[src/rtl/pipe_pkg.sv]
// Shared constants and helpers for the pipe_vec family of pipeline blocks.
package pipe_pkg;

    localparam int MAX_ELASTIC_DEPTH = 16;

    function automatic int cnt_w(input int n);
        return $clog2(n + 1);
    endfunction

endpackage

[src/rtl/elastic_stage.sv]
// One valid+payload register of the elastic pipeline; loads from its source when advanced.
module elastic_stage #(
    parameter int DWIDTH    = 8,
    parameter int DataReset = 0
) (
    input  logic              clk,
    input  logic              reset,
    input  logic              i_flush,
    input  logic              i_adv,
    input  logic              i_src_valid,
    input  logic [DWIDTH-1:0] i_src_data,
    output logic              o_valid,
    output logic [DWIDTH-1:0] o_data
);

    logic              r_valid;
    logic [DWIDTH-1:0] r_data;
    logic              w_load;

    // Payload only toggles when a real word moves in; valid bits carry the bubbles.
    assign w_load = i_adv & i_src_valid & ~i_flush;

    always_ff @(posedge clk or negedge reset) begin
        if (!reset) begin
            r_valid <= 1'b0;
        end else if (i_flush) begin
            r_valid <= 1'b0;
        end else if (i_adv) begin
            r_valid <= i_src_valid;
        end
    end

    generate
        if (DataReset != 0) begin : g_data_rst
            always_ff @(posedge clk or negedge reset) begin
                if (!reset) begin
                    r_data <= '0;
                end else if (w_load) begin
                    r_data <= i_src_data;
                end
            end
        end else begin : g_data_norst
            always_ff @(posedge clk) begin
                if (w_load) begin
                    r_data <= i_src_data;
                end
            end
        end
    endgenerate

    assign o_valid = r_valid;
    assign o_data  = r_data;

endmodule

[src/rtl/pipe_vec_elastic.sv]
// N-stage elastic pipeline with bubble squashing, synchronous flush and occupancy count.
module pipe_vec_elastic
    import pipe_pkg::*;
#(
    parameter int DWIDTH    = 8,
    parameter int N         = 2,
    parameter int DataReset = 0,
    localparam int CW       = cnt_w(N)
) (
    input  logic              clk,
    input  logic              reset,
    input  logic              i_flush,
    input  logic              i_valid,
    output logic              o_ready,
    input  logic [DWIDTH-1:0] i_data,
    output logic              o_valid,
    input  logic              i_ready,
    output logic [DWIDTH-1:0] o_data,
    output logic [CW-1:0]     o_count
);

    // Handshake: a word moves across a port on any rising edge where valid and
    // ready are both high; a valid producer holds its payload until that edge.

    generate
        if (N < 1 || N > MAX_ELASTIC_DEPTH) begin : g_bad_depth
            $error("pipe_vec_elastic: N out of range");
        end
    endgenerate

    logic [N:0]        w_adv;
    logic [N-1:0]      w_v;
    logic [DWIDTH-1:0] w_d [N];
    logic              w_up;
    logic              w_dn;
    logic [CW-1:0]     r_count;

    // A stage may advance if it is empty or the stage ahead of it advances.
    always_comb begin : p_adv_chain
        logic w_chain;
        w_chain  = i_ready;
        w_adv[N] = w_chain;
        for (int k = N - 1; k >= 0; k--) begin
            w_chain  = ~w_v[k] | w_chain;
            w_adv[k] = w_chain;
        end
    end

    genvar g;
    generate
        for (g = 0; g < N; g++) begin : g_stage
            logic              w_src_v;
            logic [DWIDTH-1:0] w_src_d;
            if (g == 0) begin : g_head
                assign w_src_v = i_valid;
                assign w_src_d = i_data;
            end else begin : g_body
                assign w_src_v = w_v[g-1];
                assign w_src_d = w_d[g-1];
            end
            elastic_stage #(
                .DWIDTH    (DWIDTH),
                .DataReset (DataReset)
            ) u_stage (
                .clk         (clk),
                .reset       (reset),
                .i_flush     (i_flush),
                .i_adv       (w_adv[g]),
                .i_src_valid (w_src_v),
                .i_src_data  (w_src_d),
                .o_valid     (w_v[g]),
                .o_data      (w_d[g])
            );
        end
    endgenerate

    assign o_ready = w_adv[0] & ~i_flush;
    assign o_valid = w_v[N-1];
    assign o_data  = w_d[N-1];
    assign w_up    = i_valid & o_ready;
    assign w_dn    = o_valid & i_ready;

    always_ff @(posedge clk or negedge reset) begin
        if (!reset) begin
            r_count <= '0;
        end else if (i_flush) begin
            r_count <= '0;
        end else if (w_up && !w_dn) begin
            r_count <= r_count + 1'b1;
        end else if (w_dn && !w_up) begin
            r_count <= r_count - 1'b1;
        end
    end

    assign o_count = r_count;

    a_count_is_popcount: assert property (
        @(posedge clk) disable iff (!reset) r_count == CW'($countones(w_v))
    );

endmodule

[config.mk]
export PLATFORM = sky130hd
export DESIGN_NAME = pipe_vec_elastic
export DESIGN_NICKNAME = d
export VERILOG_FILES = /design/src/rtl/pipe_pkg.sv /design/src/rtl/elastic_stage.sv /design/src/rtl/pipe_vec_elastic.sv
export SDC_FILE = /design/constraint.sdc
export NUM_CORES = 1
export LEC_CHECK = 0
export CAP_MARGIN = 20
export CORE_UTILIZATION = 35
export CTS_BUF_LIST = sky130_fd_sc_hd__clkbuf_8 sky130_fd_sc_hd__clkbuf_16
export DETAILED_ROUTE_END_ITERATION = 7
export GPL_TIMING_DRIVEN = 0
export PLACE_DENSITY_LB_ADDON = 0.1
export REMOVE_ABC_BUFFERS = 1
export SLEW_MARGIN = 25
export SYNTH_ARGS = -nofsm -noshare
export SYNTH_HDL_FRONTEND = slang
export SYNTH_SLANG_ARGS = --single-unit
[constraint.sdc]
create_clock -name clk -period 4.23 [get_ports clk]
set_input_delay 0.6345 -clock clk [delete_from_list [all_inputs] [get_ports clk]]
set_output_delay 0.6345 -clock clk [all_outputs]
set_load 0.03 [all_outputs]
==> results of run 1 <==
-- worst max-delay path: stages --
cell             delay, ns
clkdlybuf4s50_1       0.53
nor2b_1               0.10
a21oi_1               0.18
clkdlybuf4s50_1       0.70
-- layout by cell type (no fill, tap or decap) --
| cell | count |
|---|---|
| a21oi_1 | 3 |
| a31oi_1 | 1 |
| and2_1 | 1 |
| and3b_1 | 1 |
| and4bb_1 | 1 |
| clkbuf_8 | 4 |
| clkdlybuf4s50_1 | 24 |
| dfrtp_1 | 4 |
| edfxtp_1 | 16 |
| mux2_1 | 2 |
| nor2_1 | 5 |
| nor2b_1 | 3 |
| nor3b_2 | 1 |
| o21ai_1 | 1 |
-- power by group --
| group | internal, W | switching (W) | total, W |
|---|---|---|---|
| sequential | 0.000222 | 0.00000389 | 0.000226 |
| combinational | 0.0000230 | 0.0000217 | 0.0000447 |
| clock | 0.0000826 | 0.0000555 | 0.000138 |
-- how the worst max path moves through the flow --
stage / slack (ns) / startpoint / endpoint / cells after the start
3_3_place_gp: 1.47 / i_ready / o_ready / 4
5_1_grt: 1.37 / i_ready / o_ready / 4
2_1_floorplan: 2.28 / g_stage[1].u_stage.o_valid$_DFFE_PN0P_ / g_stage[0].u_stage.o_data[0]$_DFFE_PP_ / 3
3_5_place_dp: 1.44 / i_ready / o_ready / 4
4_1_cts: 1.45 / i_ready / o_ready / 4
6_report: 1.45 / i_ready / o_ready / 4
-- stage by stage --
step / setup WS [ns] / util [%] / power, W / area (µm²)
2_1_floorplan: 2.28 / - / 0.000249 / 702
3_3_place_gp: 1.47 / 54.0 / 0.000275 / 973
3_5_place_dp: 1.44 / 54.3 / 0.000275 / 978
4_1_cts: 1.45 / 57.4 / 0.000416 / 1030
5_1_grt: 1.37 / 57.4 / 0.000430 / 1030
6_report: 1.45 / 57.4 / 0.000409 / 1030
-- state kept, by name, indices dropped and copies added, names as in the netlist --
register / flops
g_stage.u_stage.o_data: 16
g_stage.u_stage.o_valid: 2
o_count: 2
-- cell families (layout without fill, tap and decap cells) --
group,Yosys count,count (layout),synth area share (%)
buffers and inverters,0,28,0
and+or+nand+nor,12,12,10.3
DFF,20,20,82.7
muxes,2,2,3.21
AOI/OAI and AO/OA,5,5,3.74
-- layer usage --
metal  wire length [µm]  share of wire (%)
met1                466                 45
met2                532                 51
met3                 37                3.6
met4                  0                  0
met5                  0                  0
-- final cells by class --
class | count | share of cell area (%)
clock buffer | 4 | 5.33
multi-input combinational | 19 | 12.2
timing repair buffer | 24 | 23.2
tap | 25 | 3.03
sequential | 20 | 56.2
==> impl_metrics.ini, run 1 <==
[status]
status = completed

[timing]
rsz0062_at_grt = no
fmax_ghz = 0.359
maxSlewViolCount = 0
worst_clock_skew_ns = 0.000562
setup-tns-final_ns = 0
period_share_pct = 65.8
finalSetupViolations = 0
holdWs_ns = 0.421
period_needed_ns = 2.78
worst_pin_slew_ns = 0.631
hold_viol = 0
maxSlewHeadroom_pct = 57.7

[cells_and_area]
drive_above_1_share_pct = 7.46
nets = 81
seq_area_um2 = 581
stdcell_count = 92
fillCellCount = 153
n_antenna_cell = 0
area_growth_pct = 47.2
multi_input_area_um2 = 126

[setup_path]
cp-end-kind = output pin
timing.rr.start = g_stage[1].u_stage.o_valid$_DFFE_PN0P_
reg2reg_slack_ns = 2.72
reg2reg_to = g_stage[0].u_stage.o_data[4]$_DFFE_PP_
crit_required_ns = 3.60
reg2regPathDepth = 3
arrival_ns = 2.15
start_kind = primary input
critPathKind = in2out
critPathMaxFanout = 4

[min_path]
whs_endpoint = g_stage[1].u_stage.o_data[2]$_DFFE_PP_
whs_path_depth = 0
hp-class = reg2reg
hp-start = g_stage[0].u_stage.o_data[2]$_DFFE_PP_

[logic_synthesis]
synth_cell_types = 12
synth_edf_count = 16
synth-async-reset-ratio_pct = 20.0
synth_flop_cell = edfxtp_1
synth.yosys.seq_area_share_pct = 82.7
ys_seq_elements = 20
synth_top_area_share_pct = 68.4
yosysMostFrequentCell = edfxtp_1
syn_avg_cell_area_um2 = 18.0
ys_top_cells_by_area = edfxtp_1 68%, dfrtp_1 14%, mux2_1 3.2%
synth_area_leader_cell = edfxtp_1
syn_area_um2 = 702
synthCells = 39
synth_warnings = 0
netlist_top_cells_count = 16 x edfxtp_1, 5 x nor2_1, 4 x dfrtp_1, 3 x a21oi_1, 3 x nor2b_1

[global_route]
grt_pass1_vias = 359
grt_first_pass_wirelength_um = 1550
use_met1_pct = 12.5
grt_antenna_before_repair = 0
grt_usage_pct = 11.1
grtUsageMet3_pct = 3.46
grt.overflow.total = 0
grt_max_degree = 12
grt-busiest-layer = met2
met2_usage_pct = 17.5

[die]
dieHeight_um = 46.8
fp-row-count = 15
core_um2 = 1800
fp.dieW_um = 46.8
ios = 25
die_area_um2 = 2190
start_util_pct = 39.0

[detailed_routing]
drt_iter0_drc = 0
drtAntennaViolNets = 0
drc = 0
first_pass_iters = 1
drt_wl_total_um = 1040
avgViaCountPerCell = 4.40
via_count = 405
wl_per_cell_um = 11.3

[pwr]
leakage_nw = 0.377
p_per_area_nw_per_um2 = 395
vdd_drop_max_mv = 0.231

[place]
dpl.cell_count = 88
numPortBuffers = 24
gp_congestion = 0.733
hpwl_um = 785

[clock_tree]
cts_hold_buffers = 0
clk_latency_ns = 0.25
cts_root_buf = clkbuf_8
post_cts_resized = 0
clkSlewWorstSetupHoldPaths_ns = 0.07
cts_tree = done
cts.sinks = 20
cts_buffer_depth = 2
htree_num_levels = 1
numCtsBuffers = 3
post-cts-setup-buffers = 0

[job]
maxCapViolCount = 0
No activity file was read; power rests on OpenSTA's default activity.
==> inputs of run 2 (changes only) <==
- clock period: 4.23 -> 2.39 ns (I/O delays scaled with it)
==> results of run 2 <==
Same layout as run 1 (identical final DEF). Status: completed.
Among the figures that moved: setup slack after placement 1.44 ns -> 0.151 ns; setup slack after layout 1.45 ns -> 0.158 ns; hold slack 0.421 ns -> 0.309 ns; register-to-register setup slack 2.72 ns -> 0.88 ns; total power 0.000409 W -> 0.000723 W; worst IR drop on VDD 0.231 mV -> 0.409 mV
==> edit 1, RTL diff (flow settings as in run 2) <==
`DWIDTH` is set to 8 in 2 places; all go to 12.
--- a/src/rtl/elastic_stage.sv
+++ b/src/rtl/elastic_stage.sv
@@ -1,5 +1,5 @@
 // One valid+payload register of the elastic pipeline; loads from its source when advanced.
 module elastic_stage #(
-    parameter int DWIDTH    = 8,
+    parameter int DWIDTH    = 12,
     parameter int DataReset = 0
 ) (
--- a/src/rtl/pipe_vec_elastic.sv
+++ b/src/rtl/pipe_vec_elastic.sv
@@ -3,5 +3,5 @@
     import pipe_pkg::*;
 #(
-    parameter int DWIDTH    = 8,
+    parameter int DWIDTH    = 12,
     parameter int N         = 2,
     parameter int DataReset = 0,
Ports: changed (resized i_data and o_data); port bits go from 25 to 33. No check against the original RTL was run, so the function may have changed too.
==> edit 1 against run 2 <==
  * Power is 41% higher
  * Sequential cell count is 8 higher
  * Area after synthesis is 34% higher
  * Fmax is 0.59% higher
  * Non-clock buffer count is 9 higher
  * Largest cell class unchanged
  * Design area is 34% higher
  * Routed wire length is 38% higher
  * Worst setup slack better by 13 ps
==> edit 1: results (changes against run 2) <==
[sta]
slew_headroom_pct = 61.8  ; +4.0 points
finalHoldWorstSlack_ps = 293  ; -16.0 ps
fin_skew_ps = 1.38  ; +0.816 ps

[run]
maxCapViolCount = 0  ; unchanged

[finish]
drive_gt1_share_pct = 7.14  ; -0.32 points
fillers = 203  ; +33%
nNetsFinal = 102  ; +26%
largest_register_ffs = 24  ; +8
diodes = 0  ; unchanged

[place]
portBuffers = 32  ; +33%
dp_hpwl_um = 1080  ; +38%
postPlaceCellArea_mm2 = 0.00131  ; +34%
gp_congestion = 0.772  ; +5.3%
place_ws_ps = 159  ; +8.50 ps

[global_route]
antenna_found_initial = 0  ; unchanged
grt_max_degree = 17  ; +5
grt_pass1_wl_um = 2120  ; +36%
grt_pass1_vias = 451  ; +26%
grt.total_usage_pct = 11.0  ; -0.15 points

[min_path]
hold_class = in2async

[synthesis]
synth-edff-count = 24  ; +8
synth_area_leaders = edfxtp_1 76%, dfrtp_1 11%, mux2_1 2.4%
ys_types = 12  ; unchanged
yosysSeqAreaShare_pct = 87.1  ; +4.4 points
synth.top_cells.by_count = 24 x edfxtp_1, 5 x nor2_1, 4 x dfrtp_1
async_flop_share_pct = 14.3  ; -5.7 points
yosysWarnings = 0  ; unchanged

[clock_tree]
cts_buffers = 3  ; unchanged
cts_resized = 0  ; unchanged
htreeDepth = 1  ; unchanged
clockRootBuffer = clkbuf_8
post_cts_buffers = 0  ; unchanged
clkTransAtPathRegs_ps = 90  ; +20 ps
clock_latency_ps = 270  ; +20 ps
clk_path_buf_depth = 2  ; unchanged

[drt]
drt_first_pass_iters = 2  ; +1
wl_met3_um = 50  ; +35%
met1Wirelength_um = 577  ; +24%
vias = 516  ; +27%
dr.max_layer_used = met4
wl_um = 1430  ; +38%
met2_length_um = 788  ; +48%
drt_iter0_drc = 2  ; +2

[setup_path]
r2r_end = g_stage[0].u_stage.o_data[2]
critPathArrivalTime_ps = 1860
rr_worst_depth = 3  ; unchanged
rrSetupSlack_ps = 730  ; -150 ps
r2r-start = g_stage[1].u_stage.o_valid
crit_fanout = 4  ; unchanged

[pwr]
ir_drop_uv = 387  ; -5.5%
p_leak_uw = 0.000494  ; +31%

[run_status]
outcome = completed

edit 1: cell type report:
type | instances | area share (%)
multi-input combinational | 19 | 9.13
timing repair buffer | 33 | 23.7
clock buffer | 3 | 2.98
clock inverter | 1 | 2.17
tap | 30 | 2.71
sequential | 28 | 59.3
edit 1: how the worst max path moves through the flow:
stage / startpoint / endpoint / slack (ps) / cells past startpoint
floorplan: g_stage[1].u_stage.o_valid / g_stage[1].u_stage.o_data[0] / 320 / 2
global placement: i_ready / g_stage[1].u_stage.o_data[4] / -330 / 3
detailed placement: i_ready / o_ready / 160 / 4
CTS: i_ready / o_ready / 160 / 4
global route: i_ready / o_ready / 110 / 4
finish: i_ready / o_ready / 170 / 4
edit 1: worst max-delay path, stage by stage:
cell	delay (ps)
clkdlybuf4s50_1	510
nor2b_1	100
a21oi_1	180
clkdlybuf4s50_1	700
edit 1: cells by family (layout without fill, tap and decap cells):
logic type | Yosys count | count (layout) | share of synthesized area [%]
AO/OA/AOI/OAI | 5 | 5 | 2.79
buffers and inverters | 0 | 37 | 0
AND/OR/NAND/NOR | 12 | 12 | 7.70
flip-flops | 28 | 28 | 87.1
multiplexers | 2 | 2 | 2.39
edit 1: where the power goes:
part	switching [uW]	internal (uW)	total [uW]
logic	46.0	49.9	95.9
registers	8.05	552	560
clock network	137	224	361
total	192	826	1020
edit 1: stage by stage:
step,std cells,utilization (%)
after floorplan,47,-
final,114,55.4
after CTS,114,55.4
after global routing,114,55.4
after global placement,109,52.0
after detailed placement,110,52.5
edit 1: metal layers:
layer  up-vias  global-route usage, %
met2        14                   18.5
met4         0                   5.26
met5         -                      0
li1        250                      -
met1       250                   13.0
met3         2                   2.54
==> edit 2, RTL diff (settings of run 2) <==
Made on the original files. Reset style: synchronous (`reset`), changed in 3 clocked blocks.
--- a/src/rtl/elastic_stage.sv
+++ b/src/rtl/elastic_stage.sv
@@ -21,5 +21,5 @@
     assign w_load = i_adv & i_src_valid & ~i_flush;
 
-    always_ff @(posedge clk or negedge reset) begin
+    always_ff @(posedge clk) begin
         if (!reset) begin
             r_valid <= 1'b0;
@@ -33,5 +33,5 @@
     generate
         if (DataReset != 0) begin : g_data_rst
-            always_ff @(posedge clk or negedge reset) begin
+            always_ff @(posedge clk) begin
                 if (!reset) begin
                     r_data <= '0;
--- a/src/rtl/pipe_vec_elastic.sv
+++ b/src/rtl/pipe_vec_elastic.sv
@@ -81,5 +81,5 @@
     assign w_dn    = o_valid & i_ready;
 
-    always_ff @(posedge clk or negedge reset) begin
+    always_ff @(posedge clk) begin
         if (!reset) begin
             r_count <= '0;
Behaviour: differs if reset is asserted again (counterexample within 4 cycles, from zero or initial values and one cycle with reset low); with reset held inactive, the same outputs for 10 cycles.
==> edit 2 against run 2 <==
  * Area after synthesis is 3.6% lower
  * Critical path type unchanged
  * Sequential cell count stayed put
  * Largest cell class unchanged
  * Count of clock-buffer cells in the layout is 1 lower
  * Power is 8.5% lower
  * Worst setup slack better by 7.2 ps
  * Fmax is 0.32% higher
  * Non-clock buffer count stayed put
  * Critical path depth stayed put
  * Sequential share of layout area is 0.31 points lower
  * Register-to-register slack worse by 90 ps
  * Routed wire length is 3.4% lower
  * Die area is 3.4% lower
  * Design area is 2.9% lower
==> edit 2: results (changes against run 2) <==
[global_route]
use_met1_pct = 12.1  ; -0.39 points
grtUsageMet2_pct = 19.2  ; +1.7 points
met3_usage_pct = 7.14  ; +3.7 points

[synthesis]
synth.top_cells.by_count = 16 x edfxtp_1, 6 x nor2_1, 4 x dfxtp_1
ys_types = 13  ; +1
synth-compound-area-share_pct = 1.48  ; -2.3 points
yosysSeqAreaShare_pct = 82.8  ; +0.10 points
synth_fa_ha_area_share_pct = 1.85  ; +1.8 points
synth_xor_area_share_pct = 2.59  ; +2.6 points
synth_area_leaders = edfxtp_1 71%, dfxtp_1 12%, nor2_1 3.3%

[place]
postPlaceCellArea_um2 = 958  ; -2.0%
dp_hpwl_um = 790  ; +0.75%

[min_path]
hold_class = reg2reg

[setup_path]
r2r_end = o_count[1]
cpPeakStageDelay_ps = 670  ; -30 ps
rrSetupSlack_ps = 790  ; -90 ps
r2r-start = g_stage[0].u_stage.o_valid
rr_worst_depth = 5  ; +2

[run_status]
outcome = completed

[sta]
finalHoldWorstSlack_ps = 418  ; +110 ps
fin_skew_ps = 1.93  ; +1.37 ps
worstMarginPinSlew_ps = 641  ; +9.88 ps

[finish]
nNetsFinal = 82  ; +1.2%

[drt]
drt_iter0_drc = 8  ; +8
met1Wirelength_um = 408  ; -12%
met2_length_um = 540  ; +1.5%
wl_um = 1000  ; -3.4%
wl_met3_um = 52  ; +41%
avgViaCountPerCell = 4.37  ; -0.74%

[pwr]
ir_drop_uv = 462  ; +13%
seq-power_uw = 396  ; -1%
p_leak_uw = 0.000348  ; -7.6%

==> edit 2: changes by cell type in the layout (fill, tap and decap cells not counted), moves of 2 or more <==
cell / run 2 / this run
dfrtp_1: 4 / 0
dfxtp_1: 0 / 4
a21oi_1: 3 / 1
mux2_1: 2 / 0
nor2b_1: 3 / 1
xor2_1: 0 / 2
==> edit 2: cell families (layout without fill, tap and decap cells) <==
kind of cell / count (synthesis) / in the layout
AO/OA/AOI/OAI: 2 / 2
XOR/XNOR: 2 / 2
adder cells (fa/ha/maj): 1 / 1
buffers and inverters: 0 / 28
flip-flops: 20 / 20
AND/OR/NAND/NOR: 14 / 14
==> edit 2: area by class of cell <==
| type | instances | area [um^2] |
|---|---|---|
| Clock buffer | 3 | 41.3 |
| Fill cell | 160 | 761 |
| Multi-Input combinational cell | 19 | 126 |
| Clock inverter | 1 | 3.75 |
| Sequential cell | 20 | 561 |
| Timing Repair Buffer | 24 | 240 |
| Tap cell | 25 | 31.3 |
